===== src/rtl/mstage_lsu_pkg.sv =====
// Shared types and encodings for the memory-access stage.
package lsu_pkg;

    typedef enum logic [1:0] {
        IDLE = 2'd0,
        REQ  = 2'd1,
        RESP = 2'd2,
        DONE = 2'd3
    } state_t;

    localparam logic [2:0] FN_B  = 3'b000;
    localparam logic [2:0] FN_H  = 3'b001;
    localparam logic [2:0] FN_W  = 3'b010;
    localparam logic [2:0] FN_BU = 3'b100;
    localparam logic [2:0] FN_HU = 3'b101;

    typedef enum logic [1:0] {
        SZ_B = 2'd0,
        SZ_H = 2'd1,
        SZ_W = 2'd2
    } size_t;

    // Stores only know SB/SH/SW; loads also have the unsigned forms.
    // Anything unrecognised falls back to a full word.
    function automatic size_t acc_size(input logic [2:0] f3, input logic is_store);
        size_t sz;
        sz = SZ_W;
        if (f3 == FN_B || (!is_store && f3 == FN_BU))
            sz = SZ_B;
        else if (f3 == FN_H || (!is_store && f3 == FN_HU))
            sz = SZ_H;
        return sz;
    endfunction

endpackage


===== src/rtl/mstage_lsu_if.sv =====
// Request/response data-memory port between the M stage and memory.
interface mstage_lsu_if;
    logic        mem_req_valid;
    logic        mem_req_ready;
    logic [31:0] mem_req_addr;
    logic        mem_req_wen;
    logic [31:0] mem_req_wdata;
    logic [3:0]  mem_req_wstrb;
    logic        mem_resp_valid;
    logic        mem_resp_ready;
    logic [31:0] mem_resp_rdata;

    modport master (
        output mem_req_valid, mem_req_addr, mem_req_wen, mem_req_wdata, mem_req_wstrb,
        output mem_resp_ready,
        input  mem_req_ready, mem_resp_valid, mem_resp_rdata
    );

    modport slave (
        input  mem_req_valid, mem_req_addr, mem_req_wen, mem_req_wdata, mem_req_wstrb,
        input  mem_resp_ready,
        output mem_req_ready, mem_resp_valid, mem_resp_rdata
    );
endinterface


===== src/rtl/mstage_lsu_align.sv =====
// Combinational byte-lane logic: store strobes/data, misalign check, load extension.
module lsu_align
    import lsu_pkg::*;
(
    input  logic [1:0]  off,
    input  logic [2:0]  funct3,
    input  logic        is_store,
    input  logic [31:0] wsrc,
    input  logic [31:0] rdata,
    output logic [3:0]  wstrb,
    output logic [31:0] wdata,
    output logic        misalign,
    output logic [31:0] ldata
);
    size_t       sz;
    logic [7:0]  byte_v;
    logic [15:0] half_v;

    assign sz     = acc_size(funct3, is_store);
    assign byte_v = rdata[{off, 3'b000} +: 8];
    assign half_v = rdata[{off[1], 4'b0000} +: 16];

    always_comb begin
        wstrb    = 4'b1111;
        wdata    = wsrc;
        misalign = |off;
        case (sz)
            SZ_B: begin
                wstrb    = 4'b0001 << off;
                wdata    = {4{wsrc[7:0]}};
                misalign = 1'b0;
            end
            SZ_H: begin
                wstrb    = 4'b0011 << {off[1], 1'b0};
                wdata    = {2{wsrc[15:0]}};
                misalign = off[0];
            end
            default: ;
        endcase
    end

    always_comb begin
        ldata = rdata;
        case (funct3)
            FN_B:    ldata = {{24{byte_v[7]}}, byte_v};
            FN_BU:   ldata = {24'd0, byte_v};
            FN_H:    ldata = {{16{half_v[15]}}, half_v};
            FN_HU:   ldata = {16'd0, half_v};
            default: ;
        endcase
    end
endmodule


===== src/rtl/mstage_lsu.sv =====
// M stage: one instruction at a time, optional single memory transaction, registered result.
module mstage_lsu
    import lsu_pkg::*;
#(
    parameter int PASS_W = 150
) (
    input  logic              clk,
    input  logic              rst,
    input  logic              s_valid,
    output logic              s_ready,
    input  logic [31:0]       ALU_resultE,
    input  logic [31:0]       src2E,
    input  logic              mem_renE,
    input  logic              mem_wenE,
    input  logic [2:0]        funct3E,
    input  logic [PASS_W-1:0] passE,
    mstage_lsu_if.master      mem,
    output logic              m_valid,
    input  logic              m_ready,
    output logic [31:0]       mdataM,
    output logic [31:0]       ALU_resultM,
    output logic [31:0]       src2M,
    output logic [PASS_W-1:0] passM,
    output logic              misalignM
);
    state_t      state, state_nxt;
    logic        ren_q, wen_q;
    logic [2:0]  f3_q;
    logic [3:0]  wstrb_q;
    logic [31:0] wdata_q;

    logic        in_idle, accept, is_mem_e;
    logic [3:0]  a_wstrb;
    logic [31:0] a_wdata, a_ldata;
    logic        a_mis;

    assign in_idle  = (state == IDLE);
    assign accept   = in_idle && s_valid;
    assign is_mem_e = mem_renE || mem_wenE;

    // Shared aligner: sees E inputs while idle, the captured op afterwards.
    lsu_align u_align (
        .off      (in_idle ? ALU_resultE[1:0] : ALU_resultM[1:0]),
        .funct3   (in_idle ? funct3E : f3_q),
        .is_store (in_idle ? mem_wenE : wen_q),
        .wsrc     (src2E),
        .rdata    (mem.mem_resp_rdata),
        .wstrb    (a_wstrb),
        .wdata    (a_wdata),
        .misalign (a_mis),
        .ldata    (a_ldata)
    );

    always_ff @(posedge clk or posedge rst) begin
        if (rst) state <= IDLE;
        else     state <= state_nxt;
    end

    always_comb begin
        state_nxt = state;
        case (state)
            IDLE: if (s_valid) state_nxt = (!is_mem_e || a_mis) ? DONE : REQ;
            REQ:  if (mem.mem_req_ready) state_nxt = RESP;
            RESP: if (mem.mem_resp_valid) state_nxt = DONE;
            DONE: if (m_ready) state_nxt = IDLE;
            default: state_nxt = IDLE;
        endcase
    end

    assign s_ready            = in_idle;
    assign mem.mem_req_valid  = (state == REQ);
    assign mem.mem_resp_ready = (state == RESP);
    assign m_valid            = (state == DONE);

    assign mem.mem_req_addr  = {ALU_resultM[31:2], 2'b00};
    assign mem.mem_req_wen   = wen_q;
    assign mem.mem_req_wstrb = wstrb_q;
    assign mem.mem_req_wdata = wdata_q;

    always_ff @(posedge clk or posedge rst) begin
        if (rst) begin
            ALU_resultM <= '0;
            src2M       <= '0;
            passM       <= '0;
            mdataM      <= '0;
            misalignM   <= 1'b0;
            ren_q       <= 1'b0;
            wen_q       <= 1'b0;
            f3_q        <= '0;
            wstrb_q     <= '0;
            wdata_q     <= '0;
        end else if (accept) begin
            ALU_resultM <= ALU_resultE;
            src2M       <= src2E;
            passM       <= passE;
            mdataM      <= '0;
            misalignM   <= is_mem_e && a_mis;
            ren_q       <= mem_renE;
            wen_q       <= mem_wenE;
            f3_q        <= funct3E;
            wstrb_q     <= mem_wenE ? a_wstrb : 4'b0000;
            wdata_q     <= mem_wenE ? a_wdata : 32'd0;
        end else if (state == RESP && mem.mem_resp_valid && ren_q) begin
            mdataM      <= a_ldata;
        end
    end
endmodule


===== src/flat_wrapper.sv =====
// flat-port wrapper written by rule: the top's interface ports become plain ports
module mstage_lsu_flat import lsu_pkg::*;
#(
    parameter int PASS_W = 150
)
  (clk, rst, s_valid, s_ready, ALU_resultE, src2E, mem_renE, mem_wenE, funct3E, passE, m_valid, m_ready, mdataM, ALU_resultM, src2M, passM, misalignM, mem_mem_req_valid, mem_mem_req_addr, mem_mem_req_wen, mem_mem_req_wdata, mem_mem_req_wstrb, mem_mem_resp_ready, mem_mem_req_ready, mem_mem_resp_valid, mem_mem_resp_rdata);
  mstage_lsu_if mem_i ();
  input  logic clk;
  input  logic rst;
  input  logic s_valid;
  output logic s_ready;
  input  logic [31:0] ALU_resultE;
  input  logic [31:0] src2E;
  input  logic mem_renE;
  input  logic mem_wenE;
  input  logic [2:0] funct3E;
  input  logic [PASS_W-1:0] passE;
  output logic m_valid;
  input  logic m_ready;
  output logic [31:0] mdataM;
  output logic [31:0] ALU_resultM;
  output logic [31:0] src2M;
  output logic [PASS_W-1:0] passM;
  output logic misalignM;
  output wire logic [$bits(mem_i.mem_req_valid)-1:0] mem_mem_req_valid;
  output wire logic [$bits(mem_i.mem_req_addr)-1:0] mem_mem_req_addr;
  output wire logic [$bits(mem_i.mem_req_wen)-1:0] mem_mem_req_wen;
  output wire logic [$bits(mem_i.mem_req_wdata)-1:0] mem_mem_req_wdata;
  output wire logic [$bits(mem_i.mem_req_wstrb)-1:0] mem_mem_req_wstrb;
  output wire logic [$bits(mem_i.mem_resp_ready)-1:0] mem_mem_resp_ready;
  input wire logic [$bits(mem_i.mem_req_ready)-1:0] mem_mem_req_ready;
  input wire logic [$bits(mem_i.mem_resp_valid)-1:0] mem_mem_resp_valid;
  input wire logic [$bits(mem_i.mem_resp_rdata)-1:0] mem_mem_resp_rdata;
  assign mem_mem_req_valid = mem_i.mem_req_valid;
  assign mem_mem_req_addr = mem_i.mem_req_addr;
  assign mem_mem_req_wen = mem_i.mem_req_wen;
  assign mem_mem_req_wdata = mem_i.mem_req_wdata;
  assign mem_mem_req_wstrb = mem_i.mem_req_wstrb;
  assign mem_mem_resp_ready = mem_i.mem_resp_ready;
  assign mem_i.mem_req_ready = mem_mem_req_ready;
  assign mem_i.mem_resp_valid = mem_mem_resp_valid;
  assign mem_i.mem_resp_rdata = mem_mem_resp_rdata;
  mstage_lsu #(.PASS_W(PASS_W)) u_core (.clk(clk), .rst(rst), .s_valid(s_valid), .s_ready(s_ready), .ALU_resultE(ALU_resultE), .src2E(src2E), .mem_renE(mem_renE), .mem_wenE(mem_wenE), .funct3E(funct3E), .passE(passE), .mem(mem_i), .m_valid(m_valid), .m_ready(m_ready), .mdataM(mdataM), .ALU_resultM(ALU_resultM), .src2M(src2M), .passM(passM), .misalignM(misalignM));
endmodule

===== config.mk =====
export PLATFORM = sky130hd
export DESIGN_NAME = mstage_lsu_flat
export DESIGN_NICKNAME = d
export VERILOG_FILES = /design/src/rtl/mstage_lsu_pkg.sv /design/src/rtl/mstage_lsu_if.sv /design/src/rtl/mstage_lsu_align.sv /design/src/rtl/mstage_lsu.sv /design/src/flat_wrapper.sv
export SDC_FILE = /design/constraint.sdc
export NUM_CORES = 1
export LEC_CHECK = 0
export BUFFER_PORTS_ARGS = -buffer_cell sky130_fd_sc_hd__buf_2
export CAP_MARGIN = 20
export CORE_AREA = 2 2 227 229
export DETAILED_ROUTE_END_ITERATION = 7
export DIE_AREA = 0 0 229 231
export HOLD_SLACK_MARGIN = 0.05
export PLACE_DENSITY = 0.48
export SKIP_LAST_GASP = 1
export SYNTH_ARGS = -nofsm -noshare
export SYNTH_HDL_FRONTEND = slang
export SYNTH_SLANG_ARGS = --single-unit

===== constraint.sdc =====
create_clock -name clk -period 7.9 [get_ports clk]
set_input_delay 0.395 -clock clk [delete_from_list [all_inputs] [get_ports clk]]
set_output_delay 0.395 -clock clk [all_outputs]
set_load 0.01 [all_outputs]

==> results_tabular.tex <==
\begin{tabular}{lr}
\hline
Metric & Value \\
\hline
\multicolumn{2}{l}{\textbf{Run status}} \\
\quad Outcome & finished clean \\
\multicolumn{2}{l}{\textbf{Worst setup path}} \\
\quad Crit-path max FO & 23 \\
\quad Crit path kind & flop to flop \\
\quad Sort of element at the end of the critical path & flop \\
\quad Buf+Inv Stages, Crit Path & 2 \\
\quad Worst endpoint required time & 8.29 ns \\
\quad Series of cell instances along the critical path & inv\_1 -> ha\_1 -> buf\_4 -> mux2i\_2 -> nand3\_1 -> o21ai\_0 -> a31oi\_1 \\
\quad Family with the most delay on the worst path & simple AND/OR/NAND/NOR gates \\
\quad Library cell contributing the largest single delay on the critical path & sky130\_fd\_sc\_hd\_\_nand3\_1 \\
\quad Arrival time worst endpoint & 3.91 ns \\
\quad Critical Path Source Type & flop \\
\quad Maximum cell stage delay along the critical path & roughly 0.94 ns \\
\multicolumn{2}{l}{\textbf{Timing}} \\
\quad Final TNS setup & 0 ns \\
\quad Worst slew margin relative to its limit & 31.8\% \\
\quad Transition time at the pin with the least slew margin & 1.02 ns \\
\quad Max Transition Viols Final & 0 \\
\quad Period utilization & about 44\% \\
\quad Minimum clock period after layout & 3.51 ns \\
\quad Clock Skews & 0.0164 ns \\
\quad Unrepaired setup endpoints after global routing & false \\
\quad Hold violation total from the final report & 0 \\
\quad Final setup viols & 0 \\
\quad FMAX & 0.285 GHz \\
\multicolumn{2}{l}{\textbf{Route}} \\
\quad Via count & 11900 \\
\quad DRC violations left & 0 \\
\quad Total length of routed wires & 47.8 mm \\
\quad Router iterations before antenna repair & 6 \\
\quad Wire length per cell after detailed routing & 17.3 um \\
\quad Via density per instance & $\sim$4.3 \\
\quad Post-route antenna net violation count & 0 \\
\quad Initial DRC Count & between 500 and 600 \\
\multicolumn{2}{l}{\textbf{Global routing}} \\
\quad Total GRT Usage & 17.6\% \\
\quad Largest net degree at the start of global routing & 114 \\
\quad Wire length of the first global-routing pass & a little over 70 mm \\
\quad Antenna violations before repair & 6 \\
\quad Number of global-route vias before repair & 12100 \\
\quad Total global routing overflow & 0 \\
\multicolumn{2}{l}{\textbf{Place}} \\
\quad Number of I/O port buffers & around 570 \\
\quad Area after detailed placement & about 16000 um2 \\
\quad HPWL after detailed placement & between 30 and 40 mm \\
\quad Final weighted congestion in routability-driven placement & 0.858 \\
\quad Cells after DPL & between 2000 and 3000 \\
\multicolumn{2}{l}{\textbf{Floorplan}} \\
\quad Total die area & 52900 um2 \\
\quad Area of the core & around 50000 um2 \\
\quad Die W & roughly 230 um \\
\quad IO Count & between 500 and 600 \\
\quad Initial cell density of the core & 24.3\% \\
\quad Floorplan row count & 83 \\
\quad Die Height & between 200 and 250 um \\
\multicolumn{2}{l}{\textbf{Synthesis}} \\
\quad Top post-synthesis cells by area & sky130\_fd\_sc\_hd\_\_dfrtp\_1 (59\%), sky130\_fd\_sc\_hd\_\_nand2\_1 (22\%), sky130\_fd\_sc\_hd\_\_buf\_4 (2.2\%) \\
\quad Synth Flop Type & sky130\_fd\_sc\_hd\_\_dfrtp\_1 \\
\quad Most frequent cells after synthesis & sky130\_fd\_sc\_hd\_\_nand2\_1 (730), sky130\_fd\_sc\_hd\_\_dfrtp\_1 (290), sky130\_fd\_sc\_hd\_\_clkbuf\_1 (51), sky130\_fd\_sc\_hd\_\_o21ai\_0 (39), sky130\_fd\_sc\_hd\_\_buf\_4 (36) \\
\quad Number of warnings issued by yosys & 0 \\
\quad Post-synthesis sequential area ratio & 59.0\% \\
\quad Mean instance size in the synthesized netlist & 9.11 um2 \\
\quad Post-synthesis cell count & 1351 \\
\quad Most frequently used cell type in the post-synthesis netlist & sky130\_fd\_sc\_hd\_\_nand2\_1 \\
\quad Count of cell types in the netlist & 50 \\
\quad Library cell occupying the most area in the post-synthesis netlist & sky130\_fd\_sc\_hd\_\_dfrtp\_1 \\
\quad Netlist area before placement & $\sim$12000 um2 \\
\quad Yosys top cell area share & roughly three fifths \\
\quad Flop and latch count out of synthesis & 290 \\
\quad FFs w/ async S/R, synth & 100\% \\
\quad Number of flops mapped to enable cells by yosys & 0 \\
\multicolumn{2}{l}{\textbf{Clock tree}} \\
\quad Number of clock sinks seen by CTS & 290 \\
\quad Max H-tree Level & 2 \\
\quad Deepest clock path buffer count & 3 \\
\quad Clock-pin slew on the worst setup and hold paths & 0.06 ns \\
\quad TritonCTS Buffers & 36 \\
\quad Clock root buffer & sky130\_fd\_sc\_hd\_\_clkbuf\_16 \\
\quad Clock tree from TritonCTS & done \\
\quad Worst-Skew Late Latency & 0.54 ns \\
\quad Post-CTS resize count & 0 \\
\multicolumn{2}{l}{\textbf{Cells and area}} \\
\quad Count of filler cells inserted in the layout & 5222 \\
\quad Count of nets after finishing & 2314 \\
\quad Final instance area & 18600 um2 \\
\quad Number of standard cells in the layout, taps in and fillers out & 2758 \\
\quad Area added between synthesis and finish & 51.2\% \\
\quad Share of cells above drive strength 1 & roughly a third \\
\multicolumn{2}{l}{\textbf{Power}} \\
\quad Power Total & 7.25 mW \\
\quad Static leakage power & $\sim$10 nW \\
\quad Worst vdd rail ir drop & 299 uV \\
\quad Power per standard cell area & 390 nW/um2 \\
\multicolumn{2}{l}{\textbf{Worst hold path}} \\
\quad Classification of the worst-slack hold path & input pin to flop \\
\multicolumn{2}{l}{\textbf{Run}} \\
\quad Max-cap violation count & 0 \\
\hline
\end{tabular}
## routing by layer
metal  routed length, um  up-vias  global-route usage, %
li1                    -     5674                      -
met5                  13        -                      0
met1               19600     5720                   21.6
met4                1690        2                   6.90
met3                3290       88                   4.83
met2               23300      404                   29.5
## metrics by stage
step / hold slack [ns] / worst slack (ns) / utilization (%)
after floorplan: 0.446 / 3.66 / -
after global placement: 0.361 / 4.40 / 30.7
final: 0.0865 / 4.39 / 36.7
after global routing: 0.0658 / 4.11 / 36.7
after detailed placement: 0.362 / 4.34 / 30.7
after CTS: 0.0507 / 4.32 / 36.6
## layout by cell type, fill, tap and decap left out, types with 11 or more instances in the layout
cell type and count:
sky130_fd_sc_hd__dfrtp_1 290, sky130_fd_sc_hd__o21ai_0 39, sky130_fd_sc_hd__buf_2 574, sky130_fd_sc_hd__dlygate4sd3_1 186, sky130_fd_sc_hd__a22oi_1 17, sky130_fd_sc_hd__o21ai_1 21
sky130_fd_sc_hd__nand3_1 12, sky130_fd_sc_hd__buf_4 11, sky130_fd_sc_hd__nand2_1 730, sky130_fd_sc_hd__mux2i_1 11, sky130_fd_sc_hd__clkbuf_16 37, sky130_fd_sc_hd__o31ai_1 13
## layout make-up
| class | count | area [um2] | share of cell area, % |
|---|---|---|---|
| inverter | 4 | 18.8 | 0.101 |
| antenna | 3 | 7.51 | 0.0404 |
| timing repair buffer | 772 | 4840 | 26.0 |
| clock inverter | 10 | 118 | 0.632 |
| multi-input combinational | 949 | 4460 | 24.0 |
| tap | 680 | 851 | 4.57 |
| clock buffer | 50 | 1040 | 5.62 |
| sequential | 290 | 7260 | 39.0 |
## cell families after synthesis
group           share of synthesized area, %
simple gates                            24.8
compound gates                          7.45
flops                                   59.0
buf+inv                                 4.89
mux                                     3.41
other cells                           0.0305
fa+ha+maj                              0.407
## final timing paths
check	from	endpoint	cells after the start	slack, ns
worst max-delay path	u_core.state[1]	u_core.state[1]	7	4.39
max in group asynchronous	rst	u_core.passM[73]	6	5.65
worst max register to register	u_core.state[1]	u_core.state[1]	7	4.39
worst min register to register	u_core.passM[10]	u_core.passM[10]	2	0.46
min in group asynchronous	rst	u_core.passM[9]	3	0.36
worst min-delay path	src2E[31]	u_core.src2M[31]	3	0.09
## worst min-delay path, cell delays in order
cell and delay, ns:
sky130_fd_sc_hd__buf_2 0.09, sky130_fd_sc_hd__nand2_1 0.04, sky130_fd_sc_hd__nand2_1 0.05
## power breakdown
part / switching [mW] / internal [mW]
clock network: 0.660 / 0.988
registers: 0.396 / 2.16
logic: 1.89 / 1.16
total: 2.95 / 4.31
## sequential cells by signal, indices dropped and copies added (netlist names)
| register | count |
|---|---|
| u_core.ALU_resultM | 32 |
| u_core.f3_q | 3 |
| u_core.mdataM | 32 |
| u_core.mem.mem_req_wdata | 32 |
| u_core.mem.mem_req_wen | 1 |
| u_core.mem.mem_req_wstrb | 4 |
| u_core.misalignM | 1 |
| u_core.passM | 150 |
| u_core.ren_q | 1 |
| u_core.src2M | 32 |
| u_core.state | 2 |
## timing repair
item | CTS | global route
hold buffers | 186 | 0
hold endpoints to repair | 193 | 0
setup buffers | 0 | 0
No activity file was read; power rests on OpenSTA's default activity.
